==> src/rtl/easy_fifo_axis_rr_arb.sv <==
// Round-robin AXI-Stream arbiter feeding one shared FIFO slave port.
// One source is granted at a time for a bounded burst; every beat carries its source index.
module easy_fifo_axis_rr_arb #(
  parameter int NUM_SRC   = 4,
  parameter int DWIDTH    = 32,
  parameter int MAX_BURST = 8,
  localparam int IDW      = (NUM_SRC > 1) ? $clog2(NUM_SRC) : 1
) (
  input  logic                      clk,
  input  logic                      rst,
  input  logic [NUM_SRC*DWIDTH-1:0] s_axis_tdata,
  input  logic [NUM_SRC-1:0]        s_axis_tvalid,
  output logic [NUM_SRC-1:0]        s_axis_tready,
  output logic [DWIDTH-1:0]         m_axis_tdata,
  output logic [IDW-1:0]            m_axis_tid,
  output logic                      m_axis_tvalid,
  input  logic                      m_axis_tready,
  output logic [NUM_SRC-1:0]        grant
);

  localparam int BCW = $clog2(MAX_BURST + 1);

  typedef enum logic {
    ST_IDLE,
    ST_GRANT
  } state_t;

  state_t              r_state;
  logic [IDW-1:0]      r_ptr;
  logic [IDW-1:0]      r_gidx;
  logic [NUM_SRC-1:0]  r_grant;
  logic [BCW-1:0]      r_burst;
  logic                r_mvalid;
  logic [DWIDTH-1:0]   r_mdata;
  logic [IDW-1:0]      r_mid;

  logic                w_free;
  logic                w_gvalid;
  logic                w_accept;
  logic                w_limit;
  logic                w_release;
  logic                w_found;
  logic [IDW-1:0]      w_sel;
  logic [IDW:0]        w_sum;
  logic [IDW-1:0]      w_nextPtr;
  logic [DWIDTH-1:0]   w_gdata;

  assign w_free    = ~r_mvalid | m_axis_tready;
  assign w_gvalid  = |(s_axis_tvalid & r_grant);
  assign w_accept  = (r_state == ST_GRANT) & w_gvalid & w_free;
  assign w_limit   = (r_burst == BCW'(MAX_BURST - 1));
  assign w_release = (r_state == ST_GRANT) & (~w_gvalid | (w_accept & w_limit));
  assign w_nextPtr = (r_gidx == IDW'(NUM_SRC - 1)) ? '0 : r_gidx + IDW'(1);

  // Ready exists only during a grant, so IDLE always costs one dead cycle between grants.
  assign s_axis_tready = ((r_state == ST_GRANT) && w_free) ? r_grant : '0;

  assign grant         = r_grant;
  assign m_axis_tdata  = r_mdata;
  assign m_axis_tid    = r_mid;
  assign m_axis_tvalid = r_mvalid;

  // Rotating scan: first valid source at or after the priority pointer, wrapping.
  always_comb begin
    w_found = 1'b0;
    w_sel   = '0;
    w_sum   = '0;
    for (int k = 0; k < NUM_SRC; k++) begin
      w_sum = {1'b0, r_ptr} + (IDW+1)'(k);
      if (w_sum >= (IDW+1)'(NUM_SRC)) begin
        w_sum = w_sum - (IDW+1)'(NUM_SRC);
      end
      if (!w_found && s_axis_tvalid[w_sum[IDW-1:0]]) begin
        w_found = 1'b1;
        w_sel   = w_sum[IDW-1:0];
      end
    end
  end

  always_comb begin
    w_gdata = '0;
    for (int i = 0; i < NUM_SRC; i++) begin
      if (r_gidx == IDW'(i)) begin
        w_gdata = s_axis_tdata[i*DWIDTH +: DWIDTH];
      end
    end
  end

  always_ff @(posedge clk or posedge rst) begin
    if (rst) begin
      r_state <= ST_IDLE;
      r_ptr   <= '0;
      r_gidx  <= '0;
      r_grant <= '0;
      r_burst <= '0;
    end else begin
      case (r_state)
        ST_IDLE: begin
          if (w_found) begin
            r_state <= ST_GRANT;
            r_gidx  <= w_sel;
            r_grant <= NUM_SRC'(1) << w_sel;
            r_burst <= '0;
          end
        end
        ST_GRANT: begin
          if (w_accept) begin
            r_burst <= r_burst + BCW'(1);
          end
          // The limit beat is still taken; a source dropping valid ends its grant even under backpressure.
          if (w_release) begin
            r_state <= ST_IDLE;
            r_grant <= '0;
            r_burst <= '0;
            r_ptr   <= w_nextPtr;
          end
        end
        default: begin
          r_state <= ST_IDLE;
          r_grant <= '0;
          r_burst <= '0;
        end
      endcase
    end
  end

  always_ff @(posedge clk or posedge rst) begin
    if (rst) begin
      r_mvalid <= 1'b0;
      r_mdata  <= '0;
      r_mid    <= '0;
    end else if (w_accept) begin
      r_mvalid <= 1'b1;
      r_mdata  <= w_gdata;
      r_mid    <= r_gidx;
    end else if (m_axis_tready) begin
      r_mvalid <= 1'b0;
    end
  end

endmodule
==> config.mk <==
export PLATFORM = sky130hd
export DESIGN_NAME = easy_fifo_axis_rr_arb
export DESIGN_NICKNAME = d
export VERILOG_FILES = /design/src/rtl/easy_fifo_axis_rr_arb.sv
export SDC_FILE = /design/constraint.sdc
export NUM_CORES = 1
export LEC_CHECK = 0
export ABC_CLOCK_PERIOD_IN_PS = 2200
export BUFFER_PORTS_ARGS = -buffer_cell sky130_fd_sc_hd__buf_4
export CORE_AREA = 2 2 93 95
export DETAILED_ROUTE_END_ITERATION = 10
export DIE_AREA = 0 0 95 97
export PLACE_DENSITY_LB_ADDON = 0.1
export SKIP_CTS_REPAIR_TIMING = 1
export SLEW_MARGIN = 20
export SYNTH_ARGS = -nofsm -noshare
export SYNTH_HDL_FRONTEND = slang
export SYNTH_SLANG_ARGS = --single-unit
==> constraint.sdc <==
create_clock -name clk -period 2.2 [get_ports clk]
set_input_delay 0.44 -clock clk [delete_from_list [all_inputs] [get_ports clk]]
set_output_delay 0.44 -clock clk [all_outputs]
set_load 0.01 [all_outputs]
After elaboration in Yosys (flattened, before gate mapping)
Index checks and enable logic that the tools add are counted.
{"block": "totals", "reg_bits": 48, "inputBits": 135, "output_inout_bits": 43, "word_cells": 95}
{"block": "classes", "addsub": 9, "n_lt_le_gt_ge": 8, "eq_ne": 7, "shift": 1, "n_mux": 38, "bitwise_logic": 10, "reduce_logical": 14}
{"op": "two-way mux 32 bit", "count": 4}
{"op": "two-way mux 4 bit", "count": 6}
{"op": "two-way mux 2 bit", "count": 9}
{"op": "one-hot mux 4 bit (2 select lines)", "count": 2}
{"op": "less-than comparator 2 x 3 -> 1 bit, second input constant", "count": 4}
{"op": "two-way mux 1 bit", "count": 12}
{"op": ">= comparator 3 bit, second input constant", "count": 3}
{"op": "binary-select mux 1 bit (select 2 bit)", "count": 4}
{"op": "AND reduction 2 bit", "count": 4}
{"op": "subtractor 2 x 1 -> 2 bit, second input constant", "count": 4}
{"op": "adder 2 x 2 -> 3 bit, second input constant", "count": 2}
{"op": "adder 4 x 1 -> 4 bit, second input constant", "count": 1}
{"op": "AND 1 bit", "count": 4}
{"op": "AND 4 bit", "count": 1}
{"op": "== test 2 bit, second input constant", "count": 2}
{"op": "== test 4 x 3 -> 1 bit, second input constant", "count": 1}
{"op": "logical AND 1 bit", "count": 4}
{"op": "OR reduction 4 bit", "count": 1}
{"op": "<< shifter 1 x 2 -> 4 bit, first input constant", "count": 1}
{"op": "adder 2 x 1 -> 3 bit, second input constant", "count": 1}
{"op": ">= comparator 2 x 3 -> 1 bit, second input constant", "count": 1}
{"op": "zero test 1 bit", "count": 3}
{"op": "!= test 3 x 1 -> 1 bit, second input constant", "count": 1}
{"op": "NOT 1 bit", "count": 3}
{"op": "8 further kinds", "count": 9}

Depth between registers and ports, before layout
Gate-level depths: netlist of run 1.
{"block": "depth", "ltp_word": 17, "depth_mapped": 8, "mapped_depth_nobuf": 6}

Worst setup path after synthesis of run 1
Ideal clock, no wire load.
{"block": "synth_timing", "kind": "reg2reg", "start": "register r_gidx[0]", "end": "register r_mdata[13], in the netlist m_axis_tdata[13]", "setup_ns": 0.124, "arrival_ns": 1.520, "required_time_ns": 2.076, "path_slack_ns": 0.556, "stages_incl_launch_ff": 8, "n_path_buf": 2, "period_less_slack_ns": 1.644, "path_cell_list": "dfrtp_1 > inv_1 > ha_1 > clkbuf_1 > buf_1 > a21oi_1 > a22oi_1 > a21oi_2"}
{"block": "synth_between", "elab_chain_len": 5, "word_cells_on_any_way": 8, "cone_classes": "eq/ne: 3; mux: 4; reduce/logical: 1"}
{"element": "start: declaration", "line": "30", "text": "logic [IDW-1:0] r_gidx;"}
{"element": "start signal: assignment", "line": "101", "text": "r_gidx <= w_sel;"}
{"element": "zero test 2 bit", "line": "83", "text": "if (r_gidx == IDW'(i)) begin"}
{"element": "two-way mux 32 bit (3 in a row)", "line": "83"}
{"element": "two-way mux 32 bit *", "line": "83"}
{"element": "end signal: assignment", "line": "134", "text": "r_mdata <= w_gdata;"}
{"element": "end: declaration", "line": "34", "text": "logic [DWIDTH-1:0] r_mdata;"}
Mark *: on every way between the ends. The rest lies on a longest branch, timed or not.
A chain may end at the register's enable or synchronous reset.

Worst setup path in the final report of run 1
{"block": "layout_timing", "start": "register r_burst[0]", "end": "register r_ptr[0]"}
{"block": "layout_between", "elab_chain_len": 5}
{"element": "start: declaration", "line": "32", "text": "logic [BCW-1:0] r_burst;"}
{"element": "start signal: assignment", "line": "108", "text": "r_burst <= r_burst + BCW'(1);"}
{"element": "== test 4 x 3 -> 1 bit", "line": "51", "text": "assign w_limit = (r_burst == BCW'(MAX_BURST - 1));"}
{"element": "AND 1 bit", "line": "52", "text": "assign w_release = (r_state == ST_GRANT) & (~w_gvalid | (w_accept & w_limit));"}
{"element": "OR 1 bit", "line": "52"}
{"element": "AND 1 bit", "line": "52"}
{"element": "AND reduction 2 bit (no source line)"}
{"element": "end signal: assignment", "line": "115", "text": "r_ptr <= w_nextPtr;"}
{"element": "end: declaration", "line": "29", "text": "logic [IDW-1:0] r_ptr;"}
No other way between the ends.

==> impl_metrics.ini, run 1 <==
[synth]
synth-compound-area-share_pct = 35.7
syn-instance-count = 425
syn_area_um2 = 3200
ys_warn_count = 0
synth.area.mux_share_pct = 1.41
synth_seq_cells = 48
ys_seq_area_share_pct = 37.5
synthXorXnorAreaFrac_pct = 0
synth-simple-area-share_pct = 13.7
synth_top_family_by_area = compound AO/OA/AOI/OAI gates
syn_area_per_cell_um2 = 7.54
synthDistinctLibCells = 40
synth_nets = 565
synthAdderAreaFrac_pct = 1.95

[timing]
period_share_pct = 82.2
worstMarginPinSlew_ps = 563
hold_viol_final = 0
maxSlewHeadroom_pct = 62.4
rsz0062_at_grt = no
skew_ps = 10.8
finalMaxSlewViolations = 0
min_period_ps = 1810
finalSetupViolations = 0
tns_ps = 0
max_freq_mhz = 553

[route]
wl_met1_um = 4060
dr_wl_met2_um = 5140
drt_wl_total_um = 10200
wl_met3_um = 810
first_pass_iters = 5
drt-wirelength-per-cell_um = 14.7
remaining_drc_errors = 0
highest_layer = met4
dr_total_vias = 3636
via_per_inst = 5.25
ant_nets = 0
drt_iter0_drc = 160

[power]
pwr-share-comb_pct = 65.0
peakVddDrop_mv = 0.563
power_frac_seq_pct = 26.6
p_leak_nw = 2.31
swShare_pct = 45.3
intPower_mw = 3.36
clkPwrFrac_pct = 8.3
p_sw_mw = 2.78
power_density_nw_per_um2 = 1280

[clock_network]
clkLatencyLatePin_ps = 300
clock-sinks = 48
clockBufferDepth = 2
htree_levels = 2
cts_tree = yes
cts_root_buf = clkbuf_8
clk_pin_slew_worst_paths_ps = 100
cts_made_buffers = 5

[setup_path]
cp_cell_sequence = ha_1 -> nand3b_1 -> o22ai_1 -> and2_1 -> mux2_2
critPathSlowestCell = dfrtp_1
critical_path_arrival_ps = 2010
r2r_start = r_burst[0]
crit_fanout = 5
reg2reg_depth = 5
crit_path_max_incr_delay_ps = 430
crit_type = reg -> reg
critPathLaunchType = register
crit_start = r_burst[0]
end_kind = register
critPathRequiredTime_ps = 2400

[place]
hpwl_um = 7810
place_congestion = 0.869
portBuffers = 177
placed_cells_incl_taps = 685

[finish]
fillCellCount = 750
finalNetCount = 727
seqCellArea_um2 = 1200
finalNonFillerCells = 692
multi_input_area_um2 = 1710
area_growth_pct = 49.5
antenna_cells = 0
drive_above_1_share_pct = 37.0

[global_routing]
grt_max_degree = 43
grtUsageTotal_pct = 21.5
grt_pass1_wl_um = 15900
grt_overflow_total = 0
antenna_found_initial = 0
grt_pass1_vias = 3384

[floorplan]
initial_core_util_pct = 39.4
die_w_um = 95
coreArea_um2 = 8130
rows = 33
die_height_um = 97
die_area_um2 = 9220
io_pins = 178

[status]
outcome = complete, no violations

[worst_hold_path]
hold_path.class = in -> async

[run]
max_cap_viol_count = 0
-- per-stage QoR --
step	power (mW)	setup slack, ps	hold slack, ps	instance area (um^2)	util [%]
after global routing	6.71	237	224	4790	58.9
after floorplan	4.09	556	509	3200	-
after detailed placement	5.67	376	507	4710	57.9
final	6.14	392	193	4790	58.9
after CTS	6.20	407	212	4790	58.9
after global placement	5.60	399	503	4710	57.9
-- power by group through the flow --
stage,sequential (mW),combinational (mW),clock [mW]
4_1_cts,1.64,4.03,0.527
3_3_place_gp,1.64,3.96,0
3_5_place_dp,1.65,4.03,0
2_1_floorplan,1.75,2.34,0
6_report,1.63,3.99,0.512
5_1_grt,1.69,4.46,0.561
-- critical path, delay by kind of cell, from the launching register on --
family	cells	cell delay (ps)
AO/OA/AOI/OAI	1	190
flip-flops	1	430
adder cells (fa/ha/maj)	1	250
multiplexers	1	370
AND/OR/NAND/NOR	2	460
-- layer usage --
metal  global-route usage [%]  vias to the layer above
met5                        0                        -
met4                     5.02                        0
met3                     5.06                       14
met2                     37.5                      148
met1                     26.6                     1659
li1                         -                     1815
-- final timing paths --
check,endpoint,slack [ps]
min in group clk,m_axis_tdata[4],460
hold / removal,m_axis_tdata[31],190
setup / recovery,r_ptr[0],390
hold reg to reg,m_axis_tdata[14],520
max in group asynchronous,m_axis_tdata[8],1480
setup reg to reg,r_ptr[0],390
-- Yosys cell counts --
master,instances,share of area [%]
a21oi_1,95,15
dfrtp_1,48,37
nor2_1,41,4.8
inv_1,40,4.7
nand2_1,40,4.7
o21ai_0,39,6.1
a22oi_1,33,7.7
clkbuf_1,18,2.1
a21oi_2,8,2.2
buf_1,6,0.70
buf_2,5,0.78
ha_1,5,2.0
and3_1,4,0.78
mux2_2,4,1.4
buf_4,3,0.70
nand2b_1,3,0.59
nor3b_1,3,0.70
o22ai_1,3,0.59
o32ai_1,3,0.82
a32o_1,2,0.62
and2_1,2,0.39
buf_6,2,0.70
a211o_1,1,0.27
a211oi_1,1,0.23
a211oi_2,1,0.39
a21boi_1,1,0.23
a22o_1,1,0.27
a22o_2,1,0.31
a22oi_2,1,0.39
a311oi_1,1,0.27
a31oi_1,1,0.20
a32oi_1,1,0.27
nand3b_1,1,0.23
nand4_1,1,0.20
nor2b_1,1,0.20
nor3_1,1,0.16
nor4_2,1,0.39
or2_2,1,0.20
or3_1,1,0.20
or4_1,1,0.23
-- cells in the final DEF (no fill, tap or decap), types with 2 or more instances in the layout --
cell        n
and2_1      2
ha_1        2
a22oi_1    33
inv_1      39
ha_2        3
o32ai_1     3
and3_1      4
a21oi_2     8
nand2b_1    3
nor3b_1     3
a21oi_1    95
dfrtp_1    48
nor2_1     41
buf_12      8
buf_4     181
mux2_2      4
a32o_1      2
nand2_1    40
o22ai_1     3
clkbuf_8    5
o21ai_0    39
-- area by class of cell --
cell class              count  area share [%]
repair buffers            189            31.7
clock inverters             2           0.261
multi-input cells         303            35.6
inverters                  40            3.13
clock buffers               5            1.44
well taps                 105            2.74
flip-flops and latches     48            25.1
-- logic make-up after synthesis --
logic type	Yosys count
AOI/OAI and AO/OA	193
muxes	4
and+or+nand+nor	101
adders and majority gates	5
buffers and inverters	74
DFF	48
-- registers in the layout, summed over array words and instances (netlist names) --
| signal | count |
|---|---|
| r_burst | 4 |
| m_axis_tdata | 32 |
| grant | 4 |
| r_state | 1 |
| r_gidx | 2 |
| r_ptr | 2 |
| m_axis_tvalid | 1 |
| m_axis_tid | 2 |
(Power assumes the default switching activity.)
==> run 2: changes to the inputs <==
--- a/config.mk
+++ b/config.mk
@@ -5,7 +5,7 @@
 export SDC_FILE = /design/constraint.sdc
 export NUM_CORES = 1
 export LEC_CHECK = 0
-export ABC_CLOCK_PERIOD_IN_PS = 2200
+export ABC_CLOCK_PERIOD_IN_PS = 1500
 export BUFFER_PORTS_ARGS = -buffer_cell sky130_fd_sc_hd__buf_4
 export CORE_AREA = 2 2 93 95
 export DETAILED_ROUTE_END_ITERATION = 10
==> constraint.sdc (replaced) <==
create_clock -name clk -period 1.5 [get_ports clk]
set_input_delay 0.3 -clock clk [delete_from_list [all_inputs] [get_ports clk]]
set_output_delay 0.3 -clock clk [all_outputs]
set_load 0.01 [all_outputs]
==> impl_metrics.ini, run 2 (synthesis results as in run 1) <==
[global_routing]
antenna_found_initial = 0
grtUsageTotal_pct = 22.4
grt_pass1_vias = 3533
grt_overflow_total = 0
grt_max_degree = 49
grt_pass1_wl_um = 16700

[run]
max_cap_viol_count = 0

[floorplan]
die_area_um2 = 9220
die_w_um = 95
initial_core_util_pct = 39.4
io_pins = 178
coreArea_um2 = 8130
rows = 33
die_height_um = 97

[clock_network]
htree_levels = 2
cts_made_buffers = 5
cts_tree = yes
clkLatencyLatePin_ps = 300
clk_pin_slew_worst_paths_ps = 90
cts_root_buf = clkbuf_8
clockBufferDepth = 2
clock-sinks = 48

[finish]
area_growth_pct = 74.7
final_cell_mix = buf_4, a21oi_1, dfrtp_1
finalNetCount = 773
drive_above_1_share_pct = 48.7
largest_reg_flops = 32
antenna_cells = 0
stdcell_area_um2 = 5600
mostFrequentLayoutCell = buf_4
final_util_pct = 68.8

[timing]
worstMarginPinSlew_ps = 458
finalSetupViolations = 27
rsz0062_at_grt = yes
setup_ws_ps = -99.2
hold_viol_final = 0
maxSlewHeadroom_pct = 69.2
min_period_ps = 1600
skew_ps = 5.25
finalMaxSlewViolations = 0
max_freq_mhz = 625
period_share_pct = 107
holdWs_ps = 22.4

[setup_path]
critPathLaunchType = register
end_kind = register
critPathRequiredTime_ps = 1700
crit_fanout = 4
crit_type = reg -> reg
critical_path_arrival_ps = 1800

[route]
via_per_inst = 5.38
ant_nets = 0
remaining_drc_errors = 0
drt_iter0_drc = 165
dr_total_vias = 3975
first_pass_iters = 4
drt-wirelength-per-cell_um = 16.6
drt_wl_total_um = 12300

[power]
p_leak_nw = 2.65
power_density_nw_per_um2 = 2030
power.total_mw = 11.3
peakVddDrop_mv = 1.11

[place]
place_congestion = 0.870
hpwl_um = 8120
place_area_um2 = 4940
portBuffers = 177
place_ws_ps = -188

[status]
outcome = finished, violations left
failed_checks = setup timing

[worst_hold_path]
hold_path.class = in -> async
[run 2: changes by cell type in the layout (fill, tap and decap cells not counted), moves of 4 or more]
cell,before,now
o21ai_1,0,27
a21oi_2,8,25
a21oi_1,95,76
clkbuf_16,0,7
a22oi_1,33,27
nor2_1,41,35
nor2_2,0,4
o21ai_0,39,11
buf_4,181,204
ha_4,0,4
buf_6,0,14
a22oi_2,1,7
[run 2: path summary, 6_finish.rpt]
path	slack [ps]	from	depth (start not counted)	end
max	-100	grant[0]	4	m_axis_tid[1]
min	20	rst	3	m_axis_tdata[23]
max reg2reg	-100	grant[0]	4	m_axis_tid[1]
min reg2reg	520	m_axis_tdata[15]	2	m_axis_tdata[15]
max in group asynchronous	1230	rst	3	r_gidx[1]
min in group clk	300	s_axis_tdata[111]	3	m_axis_tdata[15]
[run 2: power breakdown]
group / internal (mW) / switching [mW]
Sequential: 1.93 / 0.465
Clock: 0.494 / 0.461
Combinational: 3.99 / 3.99
Total: 6.42 / 4.92
[run 2: critical path, cell delays in order (launching register included)]
cell and delay, ps:
dfrtp_1 430, a22oi_2 150, a211oi_4 410, buf_6 200
mux2_4 300
[run 2: layout make-up]
type | instances | area [um^2]
Fill cell | 700 | 2540
Timing Repair Buffer | 235 | 2040
Multi-Input combinational cell | 303 | 1960
Sequential cell | 48 | 1200
Inverter | 40 | 150
Tap cell | 105 | 131
Clock buffer | 5 | 68.8
Clock inverter | 3 | 42.5
[run 2: metrics by stage]
step,std cells,TNS (ps)
6_report,739,-1070
5_1_grt,739,-2390
4_1_cts,723,-2990
3_5_place_dp,715,-2590
3_3_place_gp,715,-1120
2_1_floorplan,425,-99.5
[run 2: layer usage]
layer / part of all wire, % / wire length (um) / global-route usage [%]
met1: 42 / 5200 / 28.8
met2: 50 / 6160 / 39.1
met3: 6.4 / 780 / 4.44
met4: 1.1 / 130 / 4.01
met5: 0 / 0 / 0
